`src/rtl/note_dds_pkg.sv`:
```
// rtl/note_dds_pkg.sv - shared types, constants and top-octave increment table for note_to_adder
package note_dds_pkg;

    typedef enum logic [1:0] {
        IDLE,
        DIV,
        LOOKUP,
        SHIFT
    } state_t;

    localparam int NOTE_MAX   = 127;
    localparam int SEMIS      = 12;
    localparam int TOP_OCT    = 10;
    localparam int TAB_CLK_HZ = 10_000_000;

    // round(f(note 120+s) * 2^32 / 10 MHz), notes 120..131
    localparam logic [31:0] TAB [SEMIS] = '{
        32'd3595754, 32'd3809569, 32'd4036098, 32'd4276097,
        32'd4530367, 32'd4799756, 32'd5085165, 32'd5387544,
        32'd5707904, 32'd6047314, 32'd6406906, 32'd6787880
    };

    // Rescales a 10 MHz table entry to another clock; identity at 10 MHz.
    function automatic logic [31:0] scale_tab(input logic [31:0] base, input longint clk_hz);
        longint p;
        p = (longint'(base) * longint'(TAB_CLK_HZ) + clk_hz / 2) / clk_hz;
        return p[31:0];
    endfunction

endpackage

```
`src/rtl/note_div12.sv`:
```
// rtl/note_div12.sv - sequential subtract-by-12 splitting a note into octave and semitone
module note_div12
    import note_dds_pkg::*;
(
    input  logic       clk,
    input  logic       rst_n,
    input  logic       start,
    input  logic [6:0] note,
    output logic [3:0] rem,
    output logic [3:0] oct,
    output logic       done
);

    logic [6:0] rem_q;
    logic [3:0] oct_q;
    logic       active;

    always_ff @(posedge clk or negedge rst_n) begin
        if (!rst_n) begin
            rem_q  <= '0;
            oct_q  <= '0;
            active <= 1'b0;
        end else if (start) begin
            rem_q  <= note;
            oct_q  <= '0;
            active <= 1'b1;
        end else if (active) begin
            if (rem_q >= 7'(SEMIS)) begin
                rem_q <= rem_q - 7'(SEMIS);
                oct_q <= oct_q + 4'd1;
            end else begin
                active <= 1'b0;
            end
        end
    end

    // done in the same cycle the remainder first drops below 12
    assign done = active && (rem_q < 7'(SEMIS));
    assign rem  = rem_q[3:0];
    assign oct  = oct_q;

endmodule

```
`src/rtl/note_to_adder.sv`:
```
// rtl/note_to_adder.sv - MIDI note to DDS phase increment: divide by 12, table lookup, octave shift
module note_to_adder #(
    parameter int CLK_HZ  = 10_000_000,
    parameter int TOP_OCT = 10,
    parameter int AW      = 32
) (
    input  logic          CLK,
    input  logic          RESET,
    input  logic [7:0]    NOTE,
    input  logic          NOTE_VALID,
    output logic [AW-1:0] ADDER,
    output logic          ADDER_VALID,
    output logic          BUSY
);

    import note_dds_pkg::*;

    state_t        state;
    state_t        state_nxt;
    logic          div_start;
    logic          div_done;
    logic [3:0]    div_rem;
    logic [3:0]    div_oct;
    logic [6:0]    note_c;
    logic [3:0]    shamt;
    logic [AW-1:0] tabval;
    logic [AW-1:0] tab_rom [SEMIS];

    for (genvar s = 0; s < SEMIS; s++) begin : g_tab
        assign tab_rom[s] = AW'(scale_tab(TAB[s], longint'(CLK_HZ)));
    end

    assign note_c = (NOTE > 8'(NOTE_MAX)) ? 7'(NOTE_MAX) : NOTE[6:0];
    assign shamt  = 4'(TOP_OCT) - div_oct;

    note_div12 u_div (
        .clk   (CLK),
        .rst_n (RESET),
        .start (div_start),
        .note  (note_c),
        .rem   (div_rem),
        .oct   (div_oct),
        .done  (div_done)
    );

    always_ff @(posedge CLK or negedge RESET) begin
        if (!RESET) begin
            state <= IDLE;
        end else begin
            state <= state_nxt;
        end
    end

    always_comb begin
        state_nxt = state;
        div_start = 1'b0;
        case (state)
            IDLE: begin
                if (NOTE_VALID) begin
                    div_start = 1'b1;
                    state_nxt = DIV;
                end
            end
            DIV:     if (div_done) state_nxt = LOOKUP;
            LOOKUP:  state_nxt = SHIFT;
            SHIFT:   state_nxt = IDLE;
            default: state_nxt = IDLE;
        endcase
    end

    // ADDER is only ever written on the SHIFT edge so DDS never sees partial results
    always_ff @(posedge CLK or negedge RESET) begin
        if (!RESET) begin
            ADDER       <= '0;
            ADDER_VALID <= 1'b0;
            BUSY        <= 1'b0;
            tabval      <= '0;
        end else begin
            ADDER_VALID <= 1'b0;
            if (div_start) begin
                BUSY <= 1'b1;
            end
            if (state == LOOKUP) begin
                tabval <= tab_rom[div_rem];
            end
            if (state == SHIFT) begin
                ADDER       <= tabval >> shamt;
                ADDER_VALID <= 1'b1;
                BUSY        <= 1'b0;
            end
        end
    end

endmodule

```
`config.mk`:
```
export PLATFORM = sky130hd
export DESIGN_NAME = note_to_adder
export DESIGN_NICKNAME = d
export VERILOG_FILES = /design/src/rtl/note_dds_pkg.sv /design/src/rtl/note_div12.sv /design/src/rtl/note_to_adder.sv
export SDC_FILE = /design/constraint.sdc
export NUM_CORES = 1
export LEC_CHECK = 0
export ABC_AREA = 1
export CAP_MARGIN = 10
export CORE_MARGIN = 1
export CORE_UTILIZATION = 25
export DETAILED_ROUTE_END_ITERATION = 10
export SLEW_MARGIN = 20
export SYNTH_ARGS = -nofsm -noshare
export SYNTH_HDL_FRONTEND = slang
export SYNTH_SLANG_ARGS = --single-unit
```
`constraint.sdc`:
```
create_clock -name CLK -period 3.8 [get_ports CLK]
set_clock_uncertainty 0.2 [all_clocks]
set_input_delay 0.76 -clock CLK [delete_from_list [all_inputs] [get_ports CLK]]
set_output_delay 0.76 -clock CLK [all_outputs]
set_load 0.01 [all_outputs]
```
==> impl_metrics.ini <==
[run_status]
status = complete, no violations

[final_layout]
layout-drive-gt1-share_pct = 7.87
fin_nets = 592
num_antenna_cells = 0
n_fill_cell = 1704
syn_to_final_growth_pct = 18.6

[drt]
ant_nets = 0
num_vias = 3631
wl_per_cell_um = 12.8
viasPerCell = 4.64
routed_wl_mm = 10.0
dr.pass1.iters = 5
drc = 0
initialDrtViolationCount = 290

[placement]
portBuffers = 35
place.gp.congestion = 0.789
hpwl_mm = 7.11

[synth]
ys_seq_elements = 62
synth_flop_cell = dfrtp_1
syn_area_per_cell_um2 = 7.25
synth.distinct_cells = 37
synth_edf_count = 0
yosysSeqAreaShare_pct = 39.3
synthCells = 545
async_flop_share_pct = 100
yosysWarnings = 0
synthesis.area_um2 = 3950

[clock_tree]
clock_sinks = 62
clk_pin_slew_ps = 60
tritoncts = yes
clock_path_buffers = 2
cts_resized = 0
cts_made_buffers = 9
h-tree-depth = 3
clk_latency_ps = 340
hold_buffers = 0
cts_root_buf = clkbuf_16
post_cts_buffers = 0

[critical_path]
critPathMaxFanout = 25
crit_path_frequent_cell = nand3_1
cpPeakStageDelay_ps = 400
cp.arrival_ps = 2410
reg2reg_depth = 9
worstPathRequired_ps = 3870
cp_slowest_cell = inv_2
setup.worst_path.class = reg -> reg
cp-end-kind = flop
path_cells = buf_4 > ha_1 > inv_1 > nand2_1 > nand2_2 > inv_2 > nand3_1 > or2_1 > nand3_1
cp-start-kind = flop

[die]
coreArea_um2 = 15300
initial_core_util_pct = 25.8
fp.dieH_um = 128
num_io_pins = 45
rows = 45
die_w_um = 128
dieArea_um2 = 16300

[grt]
busiest_layer = met2
met2_usage_pct = 19.2
gr-usage-met3_pct = 3.01
overflow = 0
use_met1_pct = 18.4
grt_max_degree = 38
grt_first_pass_wirelength_mm = 16.8
grt_pass1_vias = 3346
antenna_found_initial = 0
grt_util_all_layers_pct = 12.8

[power]
power_leakage_nw = 2.25
power_density_nw_per_um2 = 1060
finalPower_mw = 4.95
vdd_drop_max_mv = 0.413

[timing]
fmax_mhz = 427
final-hold-violation-count = 0
setup_violations = 0
slew_headroom_pct = 46.9
fin_crit_sh_pct = 61.7
period_minus_slack_ps = 2340
rsz0062_at_grt = no
drv_slew = 0
tightest_slew_ps = 796
setup_tns_ps = 0

[worst_hold_path]
hp-class = in -> async

[run]
drv_cap = 0
==> power breakdown <==
part | leakage (nW) | switching (mW) | internal, mW
Clock | 0.157 | 0.297 | 0.590
Sequential | 0.757 | 0.298 | 0.976
Combinational | 1.33 | 1.77 | 1.02
Total | 2.25 | 2.37 | 2.59
==> layout by cell type, fill, tap and decap left out, drive strengths merged, types with 2 or more instances in the layout <==
cell type and instances:
inv 30, dfrtp 62, clkinv 2, a22o 2
clkbuf 12, o22a 3, o21ai 20, buf 5
clkdlybuf4s50 34, nor2 37, o22ai 2, nor3 3
nand4 3, bufinv 2, a21oi 19, ha 14
nand3 101, conb 9, or2 4, nand2 200
==> final timing paths <==
check / startpoint / to / slack, ps
worst min register to register: ADDER[21] / ADDER[21] / 270
worst max register to register: u_div.oct[0] / ADDER[12] / 1460
max in group asynchronous: RESET / tabval[13] / 2290
worst max-delay path: u_div.oct[0] / ADDER[12] / 1460
worst min-delay path: RESET / ADDER[2] / 210
min in group CLK: ADDER[21] / ADDER[21] / 270
==> flip-flops by register name, summed over array words and instances (netlist names) <==
register      count
ADDER            23
BUSY              1
u_div.oct         4
ADDER_VALID       1
state             2
u_div.rem_q       7
tabval           23
u_div.active      1
==> final cells by class <==
class                   count  area, µm²  share of cell area (%)
well taps                 211        264                    5.63
clock buffers              12        246                    5.26
inverters                  30        115                    2.46
multi-input cells         425       2060                    44.0
flip-flops and latches     62       1550                    33.1
clock inverters             4       70.1                    1.49
repair buffers             39        375                    8.01
==> metal layers <==
metal / vias up / routed length (µm)
met1: 1708 / 4960
met5: - / 0
met2: 97 / 4460
li1: 1814 / -
met4: 0 / 89
met3: 12 / 480
==> synth_stat cells (2+ instances only) <==
cell / number / area, µm²
ha_1: 14 / 175
clkbuf_1: 3 / 11.3
inv_2: 4 / 15.0
nand2_1: 187 / 702
o21ai_2: 2 / 17.5
nand2_4: 5 / 56.3
nand2_2: 8 / 50.1
or2_2: 2 / 12.5
buf_4: 15 / 113
o22a_1: 3 / 26.3
dfrtp_1: 62 / 1550
nand3_1: 100 / 500
nand4_1: 3 / 18.8
o22ai_1: 2 / 12.5
buf_6: 6 / 67.6
nor2_1: 34 / 128
a22o_1: 2 / 17.5
nor2_4: 2 / 22.5
inv_1: 25 / 93.8
a21oi_1: 19 / 95.1
o21ai_0: 18 / 90.1
buf_2: 12 / 60.1
nor3_1: 3 / 15.0
==> critical path: cells and delay by family, from the launching register on <==
family        cells  cell delay [ps]
simple gates      5              780
buf+inv           3              730
flops             1              320
fa+ha+maj         1              240
==> through the flow <==
step / setup WS (ps) / hold slack [ps] / instances / utilization [%] / area, µm²
after floorplan: 2040 / 264 / 553 / - / 3980
after global placement: 1210 / 262 / 767 / 28.5 / 4370
after detailed placement: 1210 / 265 / 767 / 28.5 / 4370
after CTS: 1410 / 243 / 783 / 30.6 / 4690
after global routing: 1240 / 277 / 783 / 30.6 / 4690
final: 1460 / 212 / 783 / 30.6 / 4690
==> kinds of logic after synthesis <==
kind of cell    after synthesis  share of synthesized area (%)
flops                        62                           39.3
simple gates                348                           38.8
fa+ha+maj                    14                           4.43
buf+inv                      66                           9.28
compound gates               52                           7.69
xor+xnor                      2                          0.443
other cells                   1                         0.0949
Note: power is estimated with default switching activity, not from simulation.
